`config.mk`:
```
export PLATFORM = sky130hd
export DESIGN_NAME = load_store_unit_flat
export DESIGN_NICKNAME = d
export VERILOG_FILES = /design/src/rtl/load_store_unit_if.sv /design/src/rtl/load_store_unit.sv /design/src/flat_wrapper.sv
export SDC_FILE = /design/constraint.sdc
export NUM_CORES = 1
export LEC_CHECK = 0
export ABC_AREA = 1
export CORE_MARGIN = 2
export CORE_UTILIZATION = 49
export DETAILED_ROUTE_END_ITERATION = 16
export PLACE_DENSITY = 0.86
export SLEW_MARGIN = 30
export SYNTH_ARGS = -nofsm -noshare
export SYNTH_HDL_FRONTEND = slang
export SYNTH_SLANG_ARGS = --single-unit
```
`constraint.sdc`:
```
create_clock -name clk -period 3.2 [get_ports clk]
set_input_delay 0.64 -clock clk [delete_from_list [all_inputs] [get_ports clk]]
set_output_delay 0.64 -clock clk [all_outputs]
set_load 0.02 [all_outputs]
```
`src/rtl/load_store_unit_if.sv`:
```
// ---------------------------------------------------------------------------
// load_store_unit_if
// Memory-side bus between the load/store unit (master) and the data memory
// or interconnect (slave).
//   o_bus_valid  master->slave  access request, held until i_bus_ready
//   o_bus_we     master->slave  1 = write
//   o_bus_addr   master->slave  word address, bits[1:0] = 00
//   o_bus_wdata  master->slave  lane-replicated store data
//   o_bus_be     master->slave  byte enables
//   i_bus_ready  slave->master  access accepted / read data valid
//   i_bus_rdata  slave->master  read word, valid with i_bus_ready
// ---------------------------------------------------------------------------
interface load_store_unit_if;
    logic        o_bus_valid;
    logic        o_bus_we;
    logic [31:0] o_bus_addr;
    logic [31:0] o_bus_wdata;
    logic [3:0]  o_bus_be;
    logic        i_bus_ready;
    logic [31:0] i_bus_rdata;

    modport master (
        output o_bus_valid, o_bus_we, o_bus_addr, o_bus_wdata, o_bus_be,
        input  i_bus_ready, i_bus_rdata
    );

    modport slave (
        input  o_bus_valid, o_bus_we, o_bus_addr, o_bus_wdata, o_bus_be,
        output i_bus_ready, i_bus_rdata
    );
endinterface

```
`src/rtl/load_store_unit.sv`:
```
// ---------------------------------------------------------------------------
// load_store_unit
// RV32I load/store unit sitting in the M stage. Checks alignment/legality,
// issues one bus access, aligns and extends load data, and aborts accesses
// that see no i_bus_ready within TIMEOUT_CYCLES bus cycles.
//   clk        rising-edge clock
//   rst        asynchronous, active-low reset
//   i_req      memory access present in M stage
//   i_we       1 = store, 0 = load
//   i_funct3   RV32I width/sign code
//   i_addr     byte address
//   i_wdata    right-aligned store data
//   o_rdata    registered, aligned/extended load result (0 for stores/errors)
//   o_stall    hold the pipeline
//   o_done     one-cycle pulse on successful completion
//   o_err      one-cycle pulse on misaligned, illegal or timed-out access
//   bus        memory bus (master side)
// ---------------------------------------------------------------------------
module load_store_unit #(
    parameter int DATA_WIDTH     = 32,
    parameter int TIMEOUT_CYCLES = 16
) (
    input  logic                  clk,
    input  logic                  rst,
    input  logic                  i_req,
    input  logic                  i_we,
    input  logic [2:0]            i_funct3,
    input  logic [31:0]           i_addr,
    input  logic [DATA_WIDTH-1:0] i_wdata,
    output logic [DATA_WIDTH-1:0] o_rdata,
    output logic                  o_stall,
    output logic                  o_done,
    output logic                  o_err,
    load_store_unit_if.master     bus
);

    typedef enum logic [1:0] {
        S_IDLE,
        S_REQ,
        S_DONE,
        S_ERR
    } state_t;

    state_t      state;
    logic        we_q;
    logic [2:0]  funct3_q;
    logic [1:0]  off_q;
    logic [7:0]  tmo_cnt;

    logic        acc_ok;
    logic [3:0]  be_n;
    logic [31:0] wdata_n;
    logic [7:0]  byte_v;
    logic [15:0] half_v;
    logic [31:0] load_v;

    // Legality, alignment and store-lane formatting of the incoming request.
    always_comb begin
        acc_ok  = 1'b0;
        be_n    = 4'b1111;
        wdata_n = i_wdata;
        case (i_funct3)
            3'b000: begin
                acc_ok = 1'b1;
                if (i_we) begin
                    be_n    = 4'b0001 << i_addr[1:0];
                    wdata_n = {4{i_wdata[7:0]}};
                end
            end
            3'b001: begin
                acc_ok = !i_addr[0];
                if (i_we) begin
                    be_n    = i_addr[1] ? 4'b1100 : 4'b0011;
                    wdata_n = {2{i_wdata[15:0]}};
                end
            end
            3'b010:          acc_ok = (i_addr[1:0] == 2'b00);
            3'b100:          acc_ok = !i_we;
            3'b101:          acc_ok = !i_we && !i_addr[0];
            default:         acc_ok = 1'b0;
        endcase
    end

    // Load alignment from the returned word using the latched offset.
    always_comb begin
        byte_v = i_bus_rdata_sel(off_q);
        half_v = off_q[1] ? bus.i_bus_rdata[31:16] : bus.i_bus_rdata[15:0];
        case (funct3_q)
            3'b000:  load_v = {{24{byte_v[7]}}, byte_v};
            3'b001:  load_v = {{16{half_v[15]}}, half_v};
            3'b010:  load_v = bus.i_bus_rdata;
            3'b100:  load_v = {24'h000000, byte_v};
            3'b101:  load_v = {16'h0000, half_v};
            default: load_v = '0;
        endcase
    end

    function automatic logic [7:0] i_bus_rdata_sel(input logic [1:0] off);
        logic [7:0] b;
        case (off)
            2'd0:    b = bus.i_bus_rdata[7:0];
            2'd1:    b = bus.i_bus_rdata[15:8];
            2'd2:    b = bus.i_bus_rdata[23:16];
            default: b = bus.i_bus_rdata[31:24];
        endcase
        return b;
    endfunction

    // Stall is combinational so the request cycle itself holds the pipeline.
    assign o_stall = ((state == S_IDLE) && i_req) || (state == S_REQ);

    always_ff @(posedge clk or negedge rst) begin
        if (!rst) begin
            state           <= S_IDLE;
            we_q            <= 1'b0;
            funct3_q        <= '0;
            off_q           <= '0;
            tmo_cnt         <= '0;
            o_rdata         <= '0;
            o_done          <= 1'b0;
            o_err           <= 1'b0;
            bus.o_bus_valid <= 1'b0;
            bus.o_bus_we    <= 1'b0;
            bus.o_bus_addr  <= '0;
            bus.o_bus_wdata <= '0;
            bus.o_bus_be    <= '0;
        end else begin
            o_done <= 1'b0;
            o_err  <= 1'b0;
            case (state)
                S_IDLE: begin
                    if (i_req) begin
                        if (!acc_ok) begin
                            state   <= S_ERR;
                            o_err   <= 1'b1;
                            o_rdata <= '0;
                        end else begin
                            state           <= S_REQ;
                            we_q            <= i_we;
                            funct3_q        <= i_funct3;
                            off_q           <= i_addr[1:0];
                            tmo_cnt         <= '0;
                            bus.o_bus_valid <= 1'b1;
                            bus.o_bus_we    <= i_we;
                            bus.o_bus_addr  <= {i_addr[31:2], 2'b00};
                            bus.o_bus_wdata <= wdata_n;
                            bus.o_bus_be    <= be_n;
                        end
                    end
                end
                S_REQ: begin
                    if (bus.i_bus_ready) begin
                        state           <= S_DONE;
                        o_done          <= 1'b1;
                        o_rdata         <= we_q ? '0 : load_v;
                        bus.o_bus_valid <= 1'b0;
                        bus.o_bus_we    <= 1'b0;
                    end else if (tmo_cnt == 8'(TIMEOUT_CYCLES - 1)) begin
                        state           <= S_ERR;
                        o_err           <= 1'b1;
                        o_rdata         <= '0;
                        bus.o_bus_valid <= 1'b0;
                        bus.o_bus_we    <= 1'b0;
                    end else begin
                        tmo_cnt <= tmo_cnt + 8'd1;
                    end
                end
                // i_req is still the already-served instruction here.
                S_DONE:  state <= S_IDLE;
                S_ERR:   state <= S_IDLE;
                default: state <= S_IDLE;
            endcase
        end
    end

endmodule

```
`src/flat_wrapper.sv`:
```
// flat-port wrapper written by rule: the top's interface ports become plain ports
module load_store_unit_flat 
#(
    parameter int DATA_WIDTH     = 32,
    parameter int TIMEOUT_CYCLES = 16
)
  (clk, rst, i_req, i_we, i_funct3, i_addr, i_wdata, o_rdata, o_stall, o_done, o_err, bus_o_bus_valid, bus_o_bus_we, bus_o_bus_addr, bus_o_bus_wdata, bus_o_bus_be, bus_i_bus_ready, bus_i_bus_rdata);
  load_store_unit_if bus_i ();
  input  logic clk;
  input  logic rst;
  input  logic i_req;
  input  logic i_we;
  input  logic [2:0] i_funct3;
  input  logic [31:0] i_addr;
  input  logic [DATA_WIDTH-1:0] i_wdata;
  output logic [DATA_WIDTH-1:0] o_rdata;
  output logic o_stall;
  output logic o_done;
  output logic o_err;
  output wire logic [$bits(bus_i.o_bus_valid)-1:0] bus_o_bus_valid;
  output wire logic [$bits(bus_i.o_bus_we)-1:0] bus_o_bus_we;
  output wire logic [$bits(bus_i.o_bus_addr)-1:0] bus_o_bus_addr;
  output wire logic [$bits(bus_i.o_bus_wdata)-1:0] bus_o_bus_wdata;
  output wire logic [$bits(bus_i.o_bus_be)-1:0] bus_o_bus_be;
  input wire logic [$bits(bus_i.i_bus_ready)-1:0] bus_i_bus_ready;
  input wire logic [$bits(bus_i.i_bus_rdata)-1:0] bus_i_bus_rdata;
  assign bus_o_bus_valid = bus_i.o_bus_valid;
  assign bus_o_bus_we = bus_i.o_bus_we;
  assign bus_o_bus_addr = bus_i.o_bus_addr;
  assign bus_o_bus_wdata = bus_i.o_bus_wdata;
  assign bus_o_bus_be = bus_i.o_bus_be;
  assign bus_i.i_bus_ready = bus_i_bus_ready;
  assign bus_i.i_bus_rdata = bus_i_bus_rdata;
  load_store_unit #(.DATA_WIDTH(DATA_WIDTH), .TIMEOUT_CYCLES(TIMEOUT_CYCLES)) u_core (.clk(clk), .rst(rst), .i_req(i_req), .i_we(i_we), .i_funct3(i_funct3), .i_addr(i_addr), .i_wdata(i_wdata), .o_rdata(o_rdata), .o_stall(o_stall), .o_done(o_done), .o_err(o_err), .bus(bus_i));
endmodule
```
Word-level counts from Yosys, hierarchy flattened
Cells that the tools add are included.
- register bits: 118
- latch bits: 0
- input port bits: 104
- RAM bits: 0
- memories: 0
- output and inout bits: 105
- ROM bits: 0
- $mul: 0
- add/sub/neg operators: 1
- div/mod/pow operators: 0
- reduce and logical (&&, ||, !) cells: 17
- bitwise logic cells: 0
- magnitude comparators: 0
- shift operators: 1
- equality and inequality tests: 20
- mux-type cells: 42
- operators with widths (operator ; number):
    32-bit two-way mux ; 7
    32-bit one-hot mux with 5 select lines ; 1
    32-bit one-hot mux with 2 select lines ; 2
    8-bit two-way mux ; 4
    8-bit one-hot mux with 3 select lines ; 1
    16-bit two-way mux ; 1
    8-bit one-hot mux with 2 select lines ; 1
    3-bit == test, second input constant ; 4
    1-bit two-way mux ; 12
    4-bit two-way mux ; 3
    8-bit by 1-bit adder with 8-bit output, second input constant ; 1
    8-bit by 4-bit == test with 1-bit output, second input constant ; 1
    2-bit two-way mux ; 4
    2-bit inequality test, second input constant ; 4
    4-bit one-hot mux with 2 select lines ; 1
    4-bit AND reduction ; 2
    2-bit == test, second input constant ; 3
    3-bit by 1-bit == test with 1-bit output, second input constant ; 2
    3-bit by 2-bit == test with 1-bit output, second input constant ; 2
    2-bit zero test ; 3
    3-bit zero test ; 2
    1-bit one-hot mux with 2 select lines ; 3
    2-bit one-hot mux with 3 select lines ; 1
    1-bit one-hot mux with 5 select lines ; 1
    12 further kinds ; 15

Longest topological paths before layout
Gate-level depths: netlist of run 1.
- depth after elaboration: 6
- mapped depth: 10
- depth with buffers taken out: 9

Worst setup path after synthesis of run 1
OpenSTA, ideal clock, no wires.
- kind: in2reg
- from: in i_funct3[2]
- to: reg u_core.funct3_q[0]
- setup time: 118 ps
- setup slack: 1544 ps
- stages: 10
- data arrival time: 1538 ps
- buffers on the path: 2
- data required time: 3082 ps
- cell sequence: nor2_4 nand2_2 nand2_1 o21ai_2 nand2_2 nand2_4 buf_8 buf_6 nand2_1 o21ai_2
- word-level cells in the longest chain between the ends: 3
- elaborated cells on any way between the ends: 7
- RTL lines (what ; RTL line ; RTL):
    from (decl) ; flat_wrapper.sv:13 ; input logic [2:0] i_funct3;
    3-bit == test (tied with other cells) ; load_store_unit.sv:62 ; case (i_funct3)
    1-bit one-hot mux with 5 select lines (*) ; load_store_unit.sv:62 ;
    3-bit AND reduction (no line) (*) ; - ;
    to (signal assigned) ; load_store_unit.sv:140 ; funct3_q <= i_funct3;
    to (decl) ; load_store_unit.sv:46 ; logic [2:0] funct3_q;
Every way passes the cells marked *; elsewhere a longest branch is shown, timed or not.
A chain may end at the register's enable or synchronous reset.

Final worst setup path of run 1
- from: in i_req
- to: out o_stall
- word-level cells in the longest chain between the ends: 2
- RTL lines (what ; RTL line ; RTL):
    from (decl) ; flat_wrapper.sv:11 ; input logic i_req;
    1-bit logical AND ; load_store_unit.sv:110 ; assign o_stall = ((state == S_IDLE) && i_req) || (state == S_REQ);
    1-bit logical OR ; load_store_unit.sv:110 ;
    to (decl) ; flat_wrapper.sv:17 ; output logic o_stall;
No other way between the ends.

==> results of run 1 <==
==> stage by stage <==
stage	hold slack (ns)	utilization	cells	cell area, µm²	worst slack [ns]
after global placement	0.4563	0.6747	1137	8138	0.5471
final	0.2577	0.7259	1169	8756	0.5830
after CTS	0.2696	0.7259	1169	8756	0.5714
after global routing	0.2946	0.7259	1169	8756	0.5337
after floorplan	0.3444	-	795	6066	1.544
after detailed placement	0.4583	0.6747	1137	8138	0.4998
==> flip-flops by register name, summed over array words and instances (netlist names), 2 cells and up <==
signal / count
u_core.bus.o_bus_wdata: 32
u_core.o_rdata: 32
u_core.bus.o_bus_addr: 30
u_core.tmo_cnt: 8
u_core.bus.o_bus_be: 4
u_core.funct3_q: 3
u_core.off_q: 2
u_core.state: 2
==> logic make-up (layout without fill, tap and decap cells) <==
logic type,Yosys count,after routing,synth area share
compound gates,126,126,0.1259
xor+xnor,4,4,0.005780
fa+ha+maj,1,1,0.002064
buf+inv,94,300,0.07946
flops,118,118,0.4871
other cells,1,2,0.0006186
simple gates,450,450,0.2991
==> cells in the final DEF (no fill, tap or decap), drive strengths merged <==
| master | n |
|---|---|
| a21oi | 14 |
| a211o | 1 |
| a211oi | 1 |
| bufinv | 3 |
| nand4 | 2 |
| o211ai | 11 |
| nor2 | 42 |
| clkbuf | 20 |
| dfrtp | 118 |
| inv | 54 |
| xnor2 | 3 |
| o22ai | 10 |
| nand2 | 350 |
| a31oi | 1 |
| buf | 8 |
| xor2 | 1 |
| o21ai | 84 |
| clkinvlp | 5 |
| clkinv | 5 |
| a21boi | 2 |
| o21bai | 2 |
| conb | 2 |
| nor3 | 3 |
| clkdlybuf4s50 | 205 |
| ha | 1 |
| nand3 | 52 |
| or2 | 1 |
==> cell usage after synthesis, drive strengths merged (3+ instances only) <==
master	number
a21oi	14
buf	33
clkbuf	6
dfrtp	118
inv	54
nand2	350
nand3	52
nor2	42
nor3	3
o211ai	11
o21ai	84
o22ai	10
xnor2	3
==> routing by layer <==
layer | vias to the layer above | part of all wire | GRT usage
met3 | 33 | 0.099 | 0.1002
li1 | 2914 | - | -
met1 | 2796 | 0.41 | 0.3428
met2 | 260 | 0.47 | 0.4314
met4 | 0 | 0.019 | 0.08594
met5 | - | 0 | 0
==> where the power goes <==
part	internal (W)	total (W)	switching, W	leakage [nW]
Clock	0.00128	0.00198	0.000698	0.290
Sequential	0.00210	0.00251	0.000409	1.53
Combinational	0.00162	0.00376	0.00214	2.47
==> area by class of cell <==
type	count	area, µm²	share of cell area
flip-flops and latches	118	2953	0.3372
multi-input cells	583	2631	0.3005
repair buffers	213	2137	0.2441
clock buffers	20	466.7	0.05330
well taps	168	210.2	0.02401
inverters	55	206.4	0.02358
clock inverters	12	151.4	0.01729
==> worst min-delay path by stage <==
stage	start	end	depth (start not counted)
5_1_grt	rst	u_core.o_rdata[12]$_DFFE_PN0P_	1
3_5_place_dp	u_core.o_rdata[17]$_DFFE_PN0P_	u_core.o_rdata[17]$_DFFE_PN0P_	2
6_report	rst	u_core.o_rdata[10]$_DFFE_PN0P_	1
2_1_floorplan	rst	u_core.bus.o_bus_addr[10]$_DFFE_PN0P_	0
4_1_cts	rst	u_core.o_rdata[10]$_DFFE_PN0P_	1
3_3_place_gp	u_core.o_rdata[28]$_DFFE_PN0P_	u_core.o_rdata[28]$_DFFE_PN0P_	2
==> results.txt, run 1 <==
CP endpoint kind -> output pin
Die ar. -> 13280 µm²
Avg WL per Cell -> 15.01 µm
first-pass GRT wire length -> 27900 µm
Via density -> 5.135
class of the worst hold path -> in -> async
CP endpoint -> o_stall
CTS root buf -> clkbuf_16
Routed WL -> 17550 µm
Leak -> 4.294 nW
Synth Area per Inst -> 7.635 µm²
Starting Density -> 0.5026
total negative setup slack -> 0 ns
RSZ-0062 raised after global routing -> false
ant diodes -> 0
relative slew slack -> 0.4709
Worst Max-Slew Pin Slew -> 0.7918 ns
clk buf depth -> 2
synth top area cells -> dfrtp_1, nand2_1, nand3_1
grt total ovfl -> 0
Required @ worst endpoint -> 2.56 ns
r2r endpoint -> u_core.o_rdata[29]$_DFFE_PN0P_
maximum vdd ir drop -> 0.5712 mV
Pwr Density -> 941.9 nW/µm²
vias in the first global route -> 5688
Top delay family on crit path -> buffers and inverters
status -> finished clean
Post-Synthesis Cell Area -> 6062 µm²
Reg2Reg Setup Slack -> 1.06 ns
gr usage total -> 0.2700
Critical path origin -> i_req
Final ANT Viol Nets -> 0
gpl congestion -> 0.8845
Warnings, synthesis -> 0
buffers added on ports -> 206
vias post-DR -> 6003
initial antenna violation count -> 0
CP Depth -> 6
Min Clock Period, post-route -> 2.617 ns
nets -> 1093
CTS tree -> built
Worst Path Buf+Inv -> 4
Yosys top cell by area -> dfrtp_1
FILL cells -> 917
clk_skew -> 0.004966 ns
Final setup viols -> 0
Max Clk Rate -> 382.1 MHz
Max stage delay on crit path -> 0.59 ns
Max FO, Critical Path -> 3
Max Cap Viol -> 0
largest net degree at the start of global routing -> 112
Sink Count -> 118
area of the core -> 12060 µm²
Setup Fix Bufs, Post-CTS -> 0
Power Total -> 0.008247 W
clk_lat worst skew -> 0.40 ns
Yosys cell types -> 37
Final Max Slew Viols -> 0
#FFs+latches synth -> 118
Synth Flop Type -> dfrtp_1
post_cts resized -> 0
TritonRoute pass-1 iters -> 5
site row count -> 40
EDFF count, synth -> 0
crit start category -> primary input
register area share after synthesis -> 0.4871
critical path data arrival time -> 1.98 ns
Worst R2R Path Depth -> 7
# H-tree levels -> 4
FFs w/ async S/R, synth -> 1.000
Final Hold Viols -> 0
clock slew at reported path FFs -> 0.05 ns
Synth-to-Final Area Change -> 44.44%
post-DP HPWL -> 12090 µm
Die Span Y -> 115.2 µm
crit path cell chain -> clkdlybuf4s50_1 -> inv_1 -> nand2_1 -> nand2_1 -> inv_1 -> clkdlybuf4s50_1
FF-to-FF Start -> u_core.off_q[0]$_DFFE_PN0P_
DRT iter0 DRCs -> 586
Final Cycle Share -> 0.8178
Horiz. Die Dim -> 115.2 µm
cts bufs inserted -> 17
Remaining DRCs -> 0
Hold-fix buffers, CTS -> 0
Synth top area share -> 0.4871
Post-Syn Instances -> 794
io pins -> 209
Slowest-stage cell, CP -> clkdlybuf4s50_1
kind of critical path -> in -> out
ratio of cells with drive above 1 in the final layout -> 0.07892
Note: power is estimated with default switching activity, not from simulation.
==> run 2: changes to the inputs <==
--- a/config.mk
+++ b/config.mk
@@ -7,9 +7,9 @@
 export LEC_CHECK = 0
 export ABC_AREA = 1
 export CORE_MARGIN = 2
-export CORE_UTILIZATION = 49
+export CORE_UTILIZATION = 46
 export DETAILED_ROUTE_END_ITERATION = 16
-export PLACE_DENSITY = 0.86
+export PLACE_DENSITY = 0.81
 export SLEW_MARGIN = 30
 export SYNTH_ARGS = -nofsm -noshare
 export SYNTH_HDL_FRONTEND = slang
==> constraint.sdc (replaced) <==
create_clock -name clk -period 2.7 [get_ports clk]
set_input_delay 0.54 -clock clk [delete_from_list [all_inputs] [get_ports clk]]
set_output_delay 0.54 -clock clk [all_outputs]
set_load 0.02 [all_outputs]
==> run 2 against run 1 <==
  * First-iteration DRC count grew 12%
  * Wire length grew 2.6%
  * Non-clock buffer count grew 6
  * Sequential share of layout area shrank 0.16 points
  * Largest cell class unchanged
  * Largest power group unchanged
==> results.txt, run 2 (synthesized netlist as in run 1, its figures left out) <==
status -> finished clean
Max FO, Critical Path -> 5 (+2)
CP endpoint kind -> output pin
Final setup viols -> 0 (unchanged)
clk_skew -> 0.005486 ns (+0.0005202 ns)
Max Cap Viol -> 0 (unchanged)
total negative setup slack -> 0 ns (unchanged)
Required @ worst endpoint -> 2.16 ns (-0.40 ns)
RSZ-0062 raised after global routing -> false
clk buf depth -> 2 (unchanged)
io pins -> 209 (unchanged)
Leak -> 4.315 nW (+0.51%)
crit start category -> flop
Reg2Reg Setup Slack -> 0.86 ns (-0.20 ns)
CP Depth -> 5 (-1)
Die ar. -> 14110 µm² (+6.3%)
Min Clock Period, post-route -> 2.390 ns
crit path cell chain -> nor2_1 -> nand2_1 -> nand2_1 -> inv_1 -> clkdlybuf4s50_1
vias in the first global route -> 5857 (+3.0%)
Remaining DRCs -> 0 (unchanged)
Worst R2R Path Depth -> 9 (+2)
vias post-DR -> 6056 (+0.88%)
Setup Fix Bufs, Post-CTS -> 0 (unchanged)
kind of critical path -> reg -> out
gpl congestion -> 0.8941 (+1.1%)
Final Cycle Share -> 0.8852
DRT iter0 DRCs -> 656 (+12%)
TritonRoute pass-1 iters -> 8 (+3)
nets -> 1099 (+0.55%)
r2r endpoint -> u_core.tmo_cnt[7]$_DFFE_PN0P_
Max Clk Rate -> 418.4 MHz
Pwr Density -> 1105 nW/µm² (+17%)
Hold-fix buffers, CTS -> 0 (unchanged)
site row count -> 41 (+2.5%)
Synth-to-Final Area Change -> 45.14%
cts bufs inserted -> 17 (unchanged)
Starting Density -> 0.4765 (-0.02610)
Sink Count -> 118 (unchanged)
Horiz. Die Dim -> 118.8 µm (+3.1%)
ratio of cells with drive above 1 in the final layout -> 0.08052 (+0.001596)
initial antenna violation count -> 0 (unchanged)
clk_lat worst skew -> 0.42 ns (+0.02 ns)
Via density -> 5.141 (+0.11%)
Worst Max-Slew Pin Slew -> 0.5787 ns (-0.2131 ns)
area of the core -> 12720 µm² (+5.5%)
post_cts resized -> 0 (unchanged)
CTS tree -> built
post-DP HPWL -> 12760 µm (+5.5%)
most frequent cells in the layout -> nand2_1, clkdlybuf4s50_1, dfrtp_1, nand3_1, inv_1
Die Span Y -> 118.8 µm (+3.1%)
Largest regs -> u_core.bus.o_bus_wdata: 32 flops, u_core.o_rdata: 32 flops, u_core.bus.o_bus_addr: 30 flops
relative slew slack -> 0.6142 (+0.1433)
Final Max Slew Viols -> 0 (unchanged)
CTS root buf -> clkbuf_16
Max stage delay on crit path -> 0.53 ns (-0.06 ns)
grt total ovfl -> 0 (unchanged)
Slowest-stage cell, CP -> clkdlybuf4s50_1
Routed WL -> 18000 µm (+2.6%)
Avg WL per Cell -> 15.28 µm (+1.8%)
Worst Path Buf+Inv -> 2 (-2)
Top delay family on crit path -> buffers and inverters
Finished Core Util -> 0.6916 (-0.03435)
Final Hold Viols -> 0 (unchanged)
Final ANT Viol Nets -> 0 (unchanged)
most used cell, CP -> nand2_1
maximum vdd ir drop -> 0.7390 mV (+29%)
first-pass GRT wire length -> 29100 µm (+4.3%)
FILL cells -> 1064 (+16%)
FF-to-FF Start -> u_core.tmo_cnt[0]$_DFFE_PN0P_
gr usage total -> 0.2603 (-0.009667)
class of the worst hold path -> in -> async
# H-tree levels -> 4 (unchanged)
largest net degree at the start of global routing -> 67 (-40%)
critical path data arrival time -> 1.85 ns (-0.13 ns)
clock slew at reported path FFs -> 0.05 ns (about the same)
commonest non-fill, non-tap cell in the layout -> nand2_1
ant diodes -> 0 (unchanged)
buffers added on ports -> 206 (unchanged)
run 2: power by group:
group	switching [W]	total (W)	internal [W]
Combinational	0.00255	0.00453	0.00198
Sequential	0.000517	0.00301	0.00249
Clock	0.000791	0.00218	0.00139
Total	0.00385	0.00972	0.00586
run 2: layout make-up:
class	count	area, µm²	area share
well taps	172	215.2	0.02446
clock buffers	22	464.2	0.05276
clock inverters	9	102.6	0.01166
repair buffers	219	2220	0.2523
inverters	55	206.4	0.02346
multi-input cells	583	2638	0.2998
flip-flops and latches	118	2953	0.3356
run 2: stage by stage:
step                      hold slack [ns]  std cells  total power (W)  area (µm²)  worst slack, ns
after floorplan                    0.2444        795         0.005479        6066            1.144
after global placement             0.4530       1147         0.007461        8232           0.3244
after detailed placement           0.4589       1147         0.007530        8232           0.3021
after CTS                          0.1291       1178         0.009774        8798           0.2764
after global routing               0.1551       1178          0.01030        8798           0.2325
final                              0.1164       1178         0.009719        8798           0.3098
run 2: worst max-delay path by stage:
stage / start / to / slack [ns]
after floorplan: i_funct3[2] / u_core.funct3_q[0]$_DFFE_PN0P_ / 1.14
after global placement: i_req / o_stall / 0.32
after detailed placement: i_funct3[0] / u_core.bus.o_bus_be[3]$_DFFE_PN0P_ / 0.30
after CTS: u_core.state[1]$_DFFE_PN0P_ / o_stall / 0.28
after global routing: u_core.state[0]$_DFFE_PN0P_ / o_stall / 0.23
final: u_core.state[1]$_DFFE_PN0P_ / o_stall / 0.31
run 2: worst reg2reg max path: stages (launching register included):
cell and delay [ns]:
dfrtp_1 0.40, ha_1 0.25, inv_1 0.08, nor2_1 0.08
nand4_1 0.10, nand3_1 0.09, nor2_2 0.28, nand2_1 0.26
nand2_1 0.13, nand2_1 0.06
run 2: metal layers:
layer,GRT usage,part of all wire,vias up
met5,0,0,-
met4,0.08333,0.020,0
met3,0.1033,0.094,37
met2,0.4167,0.47,257
met1,0.3225,0.41,2830
li1,-,-,2932
==> run 3: changes to the inputs <==
==> constraint.sdc (replaced) <==
create_clock -name clk -period 2.49 [get_ports clk]
set_input_delay 0.498 -clock clk [delete_from_list [all_inputs] [get_ports clk]]
set_output_delay 0.498 -clock clk [all_outputs]
set_load 0.02 [all_outputs]
==> run 3 against run 2 <==
  * Total power is 7.7% higher
  * Global-route usage is 0.53 points lower
  * Final cell count hardly changed
  * Hold slack worse by 0.046 ns
  * First-iteration DRC count is 24% lower
  * Clock skew is 0.0022 ns higher
  * Clock-buffer cell count is 2 lower
  * Via count is 1.0% lower
  * Largest cell class unchanged
  * Highest routed layer unchanged
==> results.txt, run 3 (synthesized netlist as in run 1, its figures left out) <==
first-pass GRT wire length -> 28570 µm (-1.8%)
Final setup viols -> 0 (unchanged)
nets -> 1100 (+0.091%)
vias post-DR -> 5995 (-1.0%)
TritonRoute pass-1 iters -> 5 (-3)
Setup Fix Bufs, Post-CTS -> 0 (unchanged)
gr usage total -> 0.2550 (-0.005301)
Slowest-stage cell, CP -> clkdlybuf4s50_1
Required @ worst endpoint -> 1.99 ns (-0.17 ns)
area of the core -> 12720 µm² (unchanged)
ant diodes -> 0 (unchanged)
clock slew at reported path FFs -> 0.05 ns (about the same)
Min Clock Period, post-route -> 2.342 ns
maximum vdd ir drop -> 0.7824 mV (+5.9%)
Sink Count -> 118 (unchanged)
Combinational Power Share -> 0.466 (about the same)
RSZ-0062 raised after global routing -> false
Avg WL per Cell -> 14.98 µm (-1.9%)
CP endpoint -> o_stall
post-DP HPWL -> 12520 µm (-1.8%)
DRT iter0 DRCs -> 500 (-24%)
Sequential Power Share -> 0.310 (about the same)
class of the worst hold path -> in -> async
Pint -> 0.006337 W (+8.1%)
Worst Max-Slew Pin Slew -> 0.5441 ns (-0.03453 ns)
clk_lat worst skew -> 0.41 ns (about the same)
initial antenna violation count -> 0 (unchanged)
crit path cell chain -> clkdlybuf4s50_1 -> inv_1 -> nand2_1 -> nand2_1 -> inv_1 -> clkdlybuf4s50_1
register area -> 2953 µm² (unchanged)
Pwr Density -> 1191 nW/µm² (+7.8%)
CTS tree -> built
Clock Power Share -> 0.224 (about the same)
io pins -> 209 (unchanged)
FILL cells -> 1079 (+1.4%)
Via density -> 5.085 (-1.1%)
gpl congestion -> 0.9151 (+2.3%)
Max stage delay on crit path -> 0.60 ns (+0.07 ns)
Largest regs -> u_core.bus.o_bus_wdata: 32 flops, u_core.o_rdata: 32 flops, u_core.bus.o_bus_addr: 30 flops
ratio of cells with drive above 1 in the final layout -> 0.08441 (+0.003892)
CP endpoint kind -> output pin
Die Span Y -> 118.8 µm (unchanged)
FF-to-FF Start -> u_core.tmo_cnt[0]$_DFFE_PN0P_
crit start category -> primary input
Max FO, Critical Path -> 3 (-2)
r2r endpoint -> u_core.o_rdata[27]$_DFFE_PN0P_
Final Hold Viols -> 0 (unchanged)
Final ANT Viol Nets -> 0 (unchanged)
relative slew slack -> 0.6367 (+0.02249)
switching power -> 0.004133 W (+7.2%)
grt total ovfl -> 0 (unchanged)
commonest non-fill, non-tap cell in the layout -> nand2_1
kind of critical path -> in -> out
Max Clk Rate -> 427.0 MHz
# H-tree levels -> 4 (unchanged)
Routed WL -> 17660 µm (-1.9%)
Worst R2R Path Depth -> 9 (unchanged)
Remaining DRCs -> 0 (unchanged)
vias in the first global route -> 5838 (-0.32%)
Switching Fraction -> 0.3948 (-0.001837)
Multi-input gate area -> 2640 µm² (about the same)
total negative setup slack -> 0 ns (unchanged)
Leak -> 4.331 nW (+0.37%)
Synth-to-Final Area Change -> 45.06% (about the same)
Die ar. -> 14110 µm² (unchanged)
Final Max Slew Viols -> 0 (unchanged)
CTS root buf -> clkbuf_16
buffers added on ports -> 206 (unchanged)
cts bufs inserted -> 17 (unchanged)
design area -> 8793 µm² (about the same)
Reg2Reg Setup Slack -> 0.68 ns (-0.18 ns)
largest net degree at the start of global routing -> 66 (-1.5%)
Starting Density -> 0.4765 (unchanged)
Critical path origin -> i_req
Final Cycle Share -> 0.9406
clk buf depth -> 2 (unchanged)
placement-stage cell area -> 8227 µm² (about the same)
Horiz. Die Dim -> 118.8 µm (unchanged)
critical path data arrival time -> 1.84 ns (about the same)
clk_skew -> 0.007681 ns (+0.002195 ns)
status -> finished clean
Max Cap Viol -> 0 (unchanged)
site row count -> 41 (unchanged)
most frequent cells in the layout -> nand2_1, clkdlybuf4s50_1, dfrtp_1, nand3_1, inv_1
==> run 3: changes by cell type in the layout (fill, tap and decap cells not counted) <==
| cell | previous run | this run |
|---|---|---|
| clkinv_2 | 4 | 8 |
| clkbuf_1 | 3 | 1 |
| nor2_1 | 37 | 36 |
| buf_12 | 5 | 4 |
| clkinvlp_4 | 3 | 1 |
| nor2_2 | 3 | 4 |
| buf_4 | 9 | 11 |
==> run 3: area by class of cell <==
cell class / instances / area share
inverters: 55 / 0.02348
multi-input cells: 583 / 0.3002
clock inverters: 11 / 0.01224
clock buffers: 20 / 0.05194
flip-flops and latches: 118 / 0.3358
repair buffers: 220 / 0.2518
well taps: 172 / 0.02447
==> run 3: worst min path at each step <==
stage / start / endpoint / cells past startpoint
floorplan: rst / u_core.bus.o_bus_addr[10]$_DFFE_PN0P_ / 0
finish: rst / u_core.o_rdata[10]$_DFFE_PN0P_ / 1
CTS: rst / u_core.o_rdata[10]$_DFFE_PN0P_ / 1
detailed placement: u_core.o_rdata[21]$_DFFE_PN0P_ / u_core.o_rdata[21]$_DFFE_PN0P_ / 2
global placement: u_core.o_rdata[20]$_DFFE_PN0P_ / u_core.o_rdata[20]$_DFFE_PN0P_ / 2
global route: rst / u_core.o_rdata[10]$_DFFE_PN0P_ / 1
==> run 3: worst max-delay path, delay by kind of cell <==
family | cells | cell delay (ns)
buffers and inverters | 4 | 1.17
and+or+nand+nor | 2 | 0.18
==> run 3: per-layer routing <==
layer | global-route usage | share of wire | vias up
li1 | - | - | 2934
met1 | 0.3133 | 0.41 | 2769
met2 | 0.4134 | 0.48 | 265
met3 | 0.09315 | 0.094 | 27
met4 | 0.08929 | 0.018 | 0
met5 | 0 | 0 | -
==> run 3: metrics by stage <==
step                      hold WS [ns]  std cells    util  power [W]  setup WS (ns)
final                          0.07004       1179  0.6912    0.01047         0.1479
after global routing           0.09694       1179  0.6912    0.01112        0.06309
after CTS                      0.07358       1179  0.6910    0.01054        0.08170
after detailed placement        0.4575       1148  0.6466   0.008133        0.09026
after global placement          0.4527       1148  0.6466   0.008069         0.1638
after floorplan                 0.2024        795       -   0.005942         0.9553
==> run 3: timing repair <==
item / in CTS / in global routing
hold buffers: 0 / 0
gates resized for setup: 0 / 1
setup endpoints to repair: 0 / 1
==> run 3: power groups by stage <==
stage	Clock, W	Combinational (W)	Sequential (W)
after floorplan	0	0.00192	0.00402
after global placement	0	0.00482	0.00324
final	0.00234	0.00488	0.00325
after detailed placement	0	0.00490	0.00323
after global routing	0.00246	0.00531	0.00335
after CTS	0.00237	0.00492	0.00324
